===== src/rtl/iob_diff_sched.sv =====
// Shared-subtractor differentiator for N_CH sample streams: round-robin grant,
// one previous-sample register per channel, single registered valid/ready output.
module iob_diff_sched #(
  parameter int                DATA_W  = 32,
  parameter int                N_CH    = 4,
  parameter logic [DATA_W-1:0] RST_VAL = '0
) (
  input  logic                      clk_i,
  input  logic                      cke_i,
  input  logic                      arst_n_i,
  input  logic                      en_i,
  input  logic [N_CH-1:0]           clr_i,
  input  logic [N_CH-1:0]           in_valid_i,
  input  logic [N_CH*DATA_W-1:0]    in_data_i,
  output logic [N_CH-1:0]           in_ready_o,
  output logic                      out_valid_o,
  input  logic                      out_ready_i,
  output logic [DATA_W-1:0]         out_data_o,
  output logic [$clog2(N_CH)-1:0]   out_ch_o
);
  localparam int CH_W = $clog2(N_CH);

  logic [DATA_W-1:0] ch_data [N_CH];
  logic [DATA_W-1:0] prev_reg [N_CH];
  logic [CH_W-1:0]   last_reg;
  logic [CH_W-1:0]   pick_ch;
  logic [CH_W-1:0]   scan_ch;
  logic              pick_found;
  logic              issue;
  logic              accept;
  logic [DATA_W-1:0] base;
  logic [DATA_W-1:0] diff;

  for (genvar gi = 0; gi < N_CH; gi++) begin : g_unpack
    assign ch_data[gi] = in_data_i[gi*DATA_W +: DATA_W];
  end

  // Scan starts one past the last winner and wraps, so an idle channel costs no cycle.
  always_comb begin
    pick_found = 1'b0;
    pick_ch    = '0;
    scan_ch    = '0;
    for (int i = 1; i <= N_CH; i++) begin
      scan_ch = CH_W'((int'(last_reg) + i) % N_CH);
      if (!pick_found && in_valid_i[scan_ch]) begin
        pick_found = 1'b1;
        pick_ch    = scan_ch;
      end
    end
  end

  // Reset is folded in so the ready lines are quiet while the block is held in reset.
  assign issue  = arst_n_i & cke_i & en_i & (~out_valid_o | out_ready_i);
  assign accept = issue & pick_found;

  always_comb begin
    in_ready_o = '0;
    if (accept) in_ready_o[pick_ch] = 1'b1;
  end

  // A clear in the same cycle as an accept makes the difference start from RST_VAL.
  assign base = clr_i[pick_ch] ? RST_VAL : prev_reg[pick_ch];
  assign diff = ch_data[pick_ch] - base;

  always_ff @(posedge clk_i or negedge arst_n_i) begin
    if (!arst_n_i) begin
      for (int k = 0; k < N_CH; k++) prev_reg[k] <= RST_VAL;
    end else if (cke_i) begin
      for (int k = 0; k < N_CH; k++) begin
        if (accept && pick_ch == CH_W'(k)) prev_reg[k] <= ch_data[k];
        else if (clr_i[k])                 prev_reg[k] <= RST_VAL;
      end
    end
  end

  always_ff @(posedge clk_i or negedge arst_n_i) begin
    if (!arst_n_i) begin
      out_valid_o <= 1'b0;
      out_data_o  <= '0;
      out_ch_o    <= '0;
      last_reg    <= CH_W'(N_CH - 1);
    end else if (cke_i) begin
      if (accept) begin
        out_valid_o <= 1'b1;
        out_data_o  <= diff;
        out_ch_o    <= pick_ch;
        last_reg    <= pick_ch;
      end else if (out_ready_i) begin
        out_valid_o <= 1'b0;
      end
    end
  end
endmodule


===== config.mk =====
export PLATFORM = sky130hd
export DESIGN_NAME = iob_diff_sched
export DESIGN_NICKNAME = d
export VERILOG_FILES = /design/src/rtl/iob_diff_sched.sv
export SDC_FILE = /design/constraint.sdc
export NUM_CORES = 1
export LEC_CHECK = 0
export CORE_MARGIN = 5
export CORE_UTILIZATION = 59
export CTS_BUF_LIST = sky130_fd_sc_hd__clkbuf_4
export DETAILED_ROUTE_END_ITERATION = 8
export GPL_ROUTABILITY_DRIVEN = 1
export PLACE_DENSITY_LB_ADDON = 0.12
export REMOVE_ABC_BUFFERS = 1
export SLEW_MARGIN = 10
export SYNTH_ARGS = -nofsm -noshare
export SYNTH_HDL_FRONTEND = slang
export SYNTH_SLANG_ARGS = --single-unit

===== constraint.sdc =====
create_clock -name clk_i -period 13.1 [get_ports clk_i]
set_clock_uncertainty 0.05 [all_clocks]
set_input_delay 2.62 -clock clk_i [delete_from_list [all_inputs] [get_ports clk_i]]
set_output_delay 2.62 -clock clk_i [all_outputs]
set_load 0.02 [all_outputs]

==> run summary <==
========================================================================================
Wire length of the first global-routing pass ..............................      45.8 mm
Layout-stage area growth over the synthesis result ........................        24.1%
Largest fanout of any net on the critical path ............................           73
Number of setup buffers added after CTS ...................................            0
Total clock sinks .........................................................          165
Most common cell after layout, fill and taps aside ........................ sky130_fd_sc_hd__nand2_1
Placement Cell Area ....................................................... 0.0116 sq mm
Number of enable flip-flop cells after synthesis ..........................            0
Headroom to the max-slew limit ............................................        0.172
Setup TNS after final layout ..............................................         0 ps
Number of vias in the routed layout .......................................         9105
Maximum resistive drop on vdd .............................................   0.000100 V
Amount of wire on met3 after detailed routing .............................      2.80 mm
Netlist Area Pre-Place .................................................... 0.00961 sq mm
Congestion Overflow GR ....................................................            0
# hold bufs at CTS ........................................................            0
Deepest level of the CTS H-tree ...........................................            4
Total routing usage reported by global routing ............................        0.310
Worst Hold Class .......................................................... flop to flop
Average wire length per cell after detail routing .........................      20.1 um
Number of input and output port buffers inserted ..........................          179
Top-level I/O count .......................................................          180
Post-route worst setup slack ..............................................      4510 ps
Top achievable clock speed ................................................      116 MHz
Buffer depth of the longest clock path ....................................            2
Final worst hold slack ....................................................       448 ps
Number of gates resized after cts .........................................            0
Transition at the pin with the smallest max-transition slack ..............      1240 ps
Met2 Routed Length ........................................................      13.5 mm
Final period util .........................................................        0.656
PwrDens ...................................................................  182 mW/mm^2
Yosys cell types ..........................................................           55
Worst-Skew Late Latency ...................................................       590 ps
Clk slew on worst S/H paths ...............................................       130 ps
Most area-consuming cells after synthesis ................................. sky130_fd_sc_hd__dfrtp_1 (42%), sky130_fd_sc_hd__a22o_1 (12%), sky130_fd_sc_hd__nand2_1 (10%), sky130_fd_sc_hd__ha_1 (4.0%), sky130_fd_sc_hd__o211ai_1 (3.1%)
Die H .....................................................................       138 um
Die X .....................................................................       138 um
Starting utilization of the core area .....................................        0.603
Highest Signal Layer ......................................................         met4
Post-Place Setup Slack ....................................................      4300 ps
Leakage power total .......................................................      5.31 nW
Arrival time at the worst endpoint ........................................      5920 ps
Row count .................................................................           46
Dominant register cell in the synthesized netlist ......................... sky130_fd_sc_hd__dfrtp_1
Final weighted congestion in routability-driven placement .................        0.888
Cell taking the most area after synthesis ................................. sky130_fd_sc_hd__dfrtp_1
Number of flip-flops in the largest register ..............................          128
Maximum number of pins on one net before global-route repair ..............           77
Total of warnings raised by yosys .........................................            0
Metal1 wirelength .........................................................      12.1 mm
Synthesized instance count ................................................         1072
DRC violations left .......................................................            0
Number of antenna violations at the first check in global routing .........            1
Setup violators final .....................................................            0
Final critical-path required period .......................................      8590 ps
Average instance area after synthesis .....................................   8.97 sq um
Floorplan Core Area ....................................................... 0.0159 sq mm
Total of fill cells in the finished design ................................         1206
Area fraction of the dominant cell type after synthesis ...................        0.424
Root buffer cell .......................................................... sky130_fd_sc_hd__clkbuf_4
Final Hold Violating Endpoints ............................................            0
Fin area .................................................................. 0.0119 sq mm
Critical path endpoint category ...........................................   output pin
Critical path data required time ..........................................     10430 ps
Average vias per placed instance ..........................................         6.34
Pre-Repair DR Iteration Count .............................................            5
Util after Layout .........................................................        0.748
Via count of the first global-routing pass ................................         8848
Class of the most critical setup path ..................................... primary input to output pin
DRC marker count from the first detailed-route iteration ..................         1137
Max-capacitance violation count ...........................................            0
ANT nets after route ......................................................            0
Unrepaired setup endpoints after global routing ...........................           no
Leading cell types in the layout, fill and taps excluded .................. sky130_fd_sc_hd__nand2_1 (266), sky130_fd_sc_hd__clkdlybuf4s50_1 (178), sky130_fd_sc_hd__dfrtp_1 (163)
Startpoint Class .......................................................... primary input
CTS tree ..................................................................         done
Result of the run ......................................................... complete, no violations
Part of the Yosys area used for sequential elements .......................        0.430
Post-synthesis register bit count .........................................          165
Routed Wire Length ........................................................      28.9 mm
Pins Over Slew Limit ......................................................            0
FFs w/ async S/R, synth ...................................................         1.00
Total half-perimeter wirelength after legalization and detailed placement .      19.0 mm
Die area .................................................................. 0.0189 sq mm
Share of layout cells above drive strength 1 ..............................       0.0582
Number of buffers created by CTS ..........................................           17
Count of nets after finishing .............................................         1379
========================================================================================
==> path summary, 6_finish.rpt <==
path,startpoint,to,slack [ps],cells after the start
min in group asynchronous,arst_n_i,prev_reg[105],1870,1
setup / recovery,in_valid_i[3],in_ready_o[3],4510,8
hold / removal,out_data_o[23],out_data_o[23],450,2
hold reg to reg,out_data_o[23],out_data_o[23],450,2
max in group asynchronous,arst_n_i,prev_reg[64],9790,2
setup reg to reg,last_reg[1],out_data_o[22],7050,17
==> stage by stage <==
stage	power [mW]	std cells
floorplan	1.42	993
global placement	1.78	1403
CTS	2.16	1435
finish	2.17	1436
detailed placement	1.79	1403
global route	2.31	1436
==> cells by family after synthesis <==
| group | share of synthesized area |
|---|---|
| compound gates | 0.268 |
| fa+ha+maj | 0.0424 |
| simple gates | 0.187 |
| buf+inv | 0.0363 |
| mux | 0.0160 |
| flops | 0.430 |
| xor+xnor | 0.0210 |
==> cells in the mapped netlist, drive strengths merged, types with 4 or more instances <==
library cell	instances
nand2	266
dfrtp	163
a22o	129
clkbuf	55
nand3	40
o211ai	40
a211oi	38
o21ai	36
a31oi	34
and2	34
ha	31
a21oi	30
buf	24
nor2	18
a21o	13
xnor2	13
mux2i	12
inv	11
nor3	10
xor2	10
nand2b	7
o21bai	5
and3	4
o21a	4
==> report_power, final <==
group | leakage, nW | total [mW] | internal (mW) | switching (mW)
Combinational | 2.91 | 1.15 | 0.478 | 0.674
Sequential | 2.22 | 0.654 | 0.594 | 0.0608
Clock | 0.186 | 0.362 | 0.183 | 0.179
Total | 5.31 | 2.17 | 1.25 | 0.913
==> cell type report <==
type,instances,area (sq um),share of cell area
repair buffers,194,1910,0.160
clock inverters,9,179,0.0150
clock buffers,23,173,0.0145
diodes,1,2.50,0.000210
inverters,11,41.3,0.00346
well taps,216,270,0.0227
multi-input cells,817,5230,0.438
flip-flops and latches,165,4130,0.346
==> layer usage <==
metal	global-route usage	vias up
li1	-	4187
met1	0.429	4398
met2	0.483	480
met3	0.0705	40
met4	0.101	0
met5	0	-
==> worst max-delay path, cell delays in order <==
cell,delay [ps]
sky130_fd_sc_hd__clkdlybuf4s50_1,490
sky130_fd_sc_hd__nor4_2,680
sky130_fd_sc_hd__inv_2,90
sky130_fd_sc_hd__o31ai_4,70
sky130_fd_sc_hd__buf_4,500
sky130_fd_sc_hd__buf_4,710
sky130_fd_sc_hd__nor2_4,70
sky130_fd_sc_hd__clkdlybuf4s50_1,570
(Power assumes the default switching activity.)
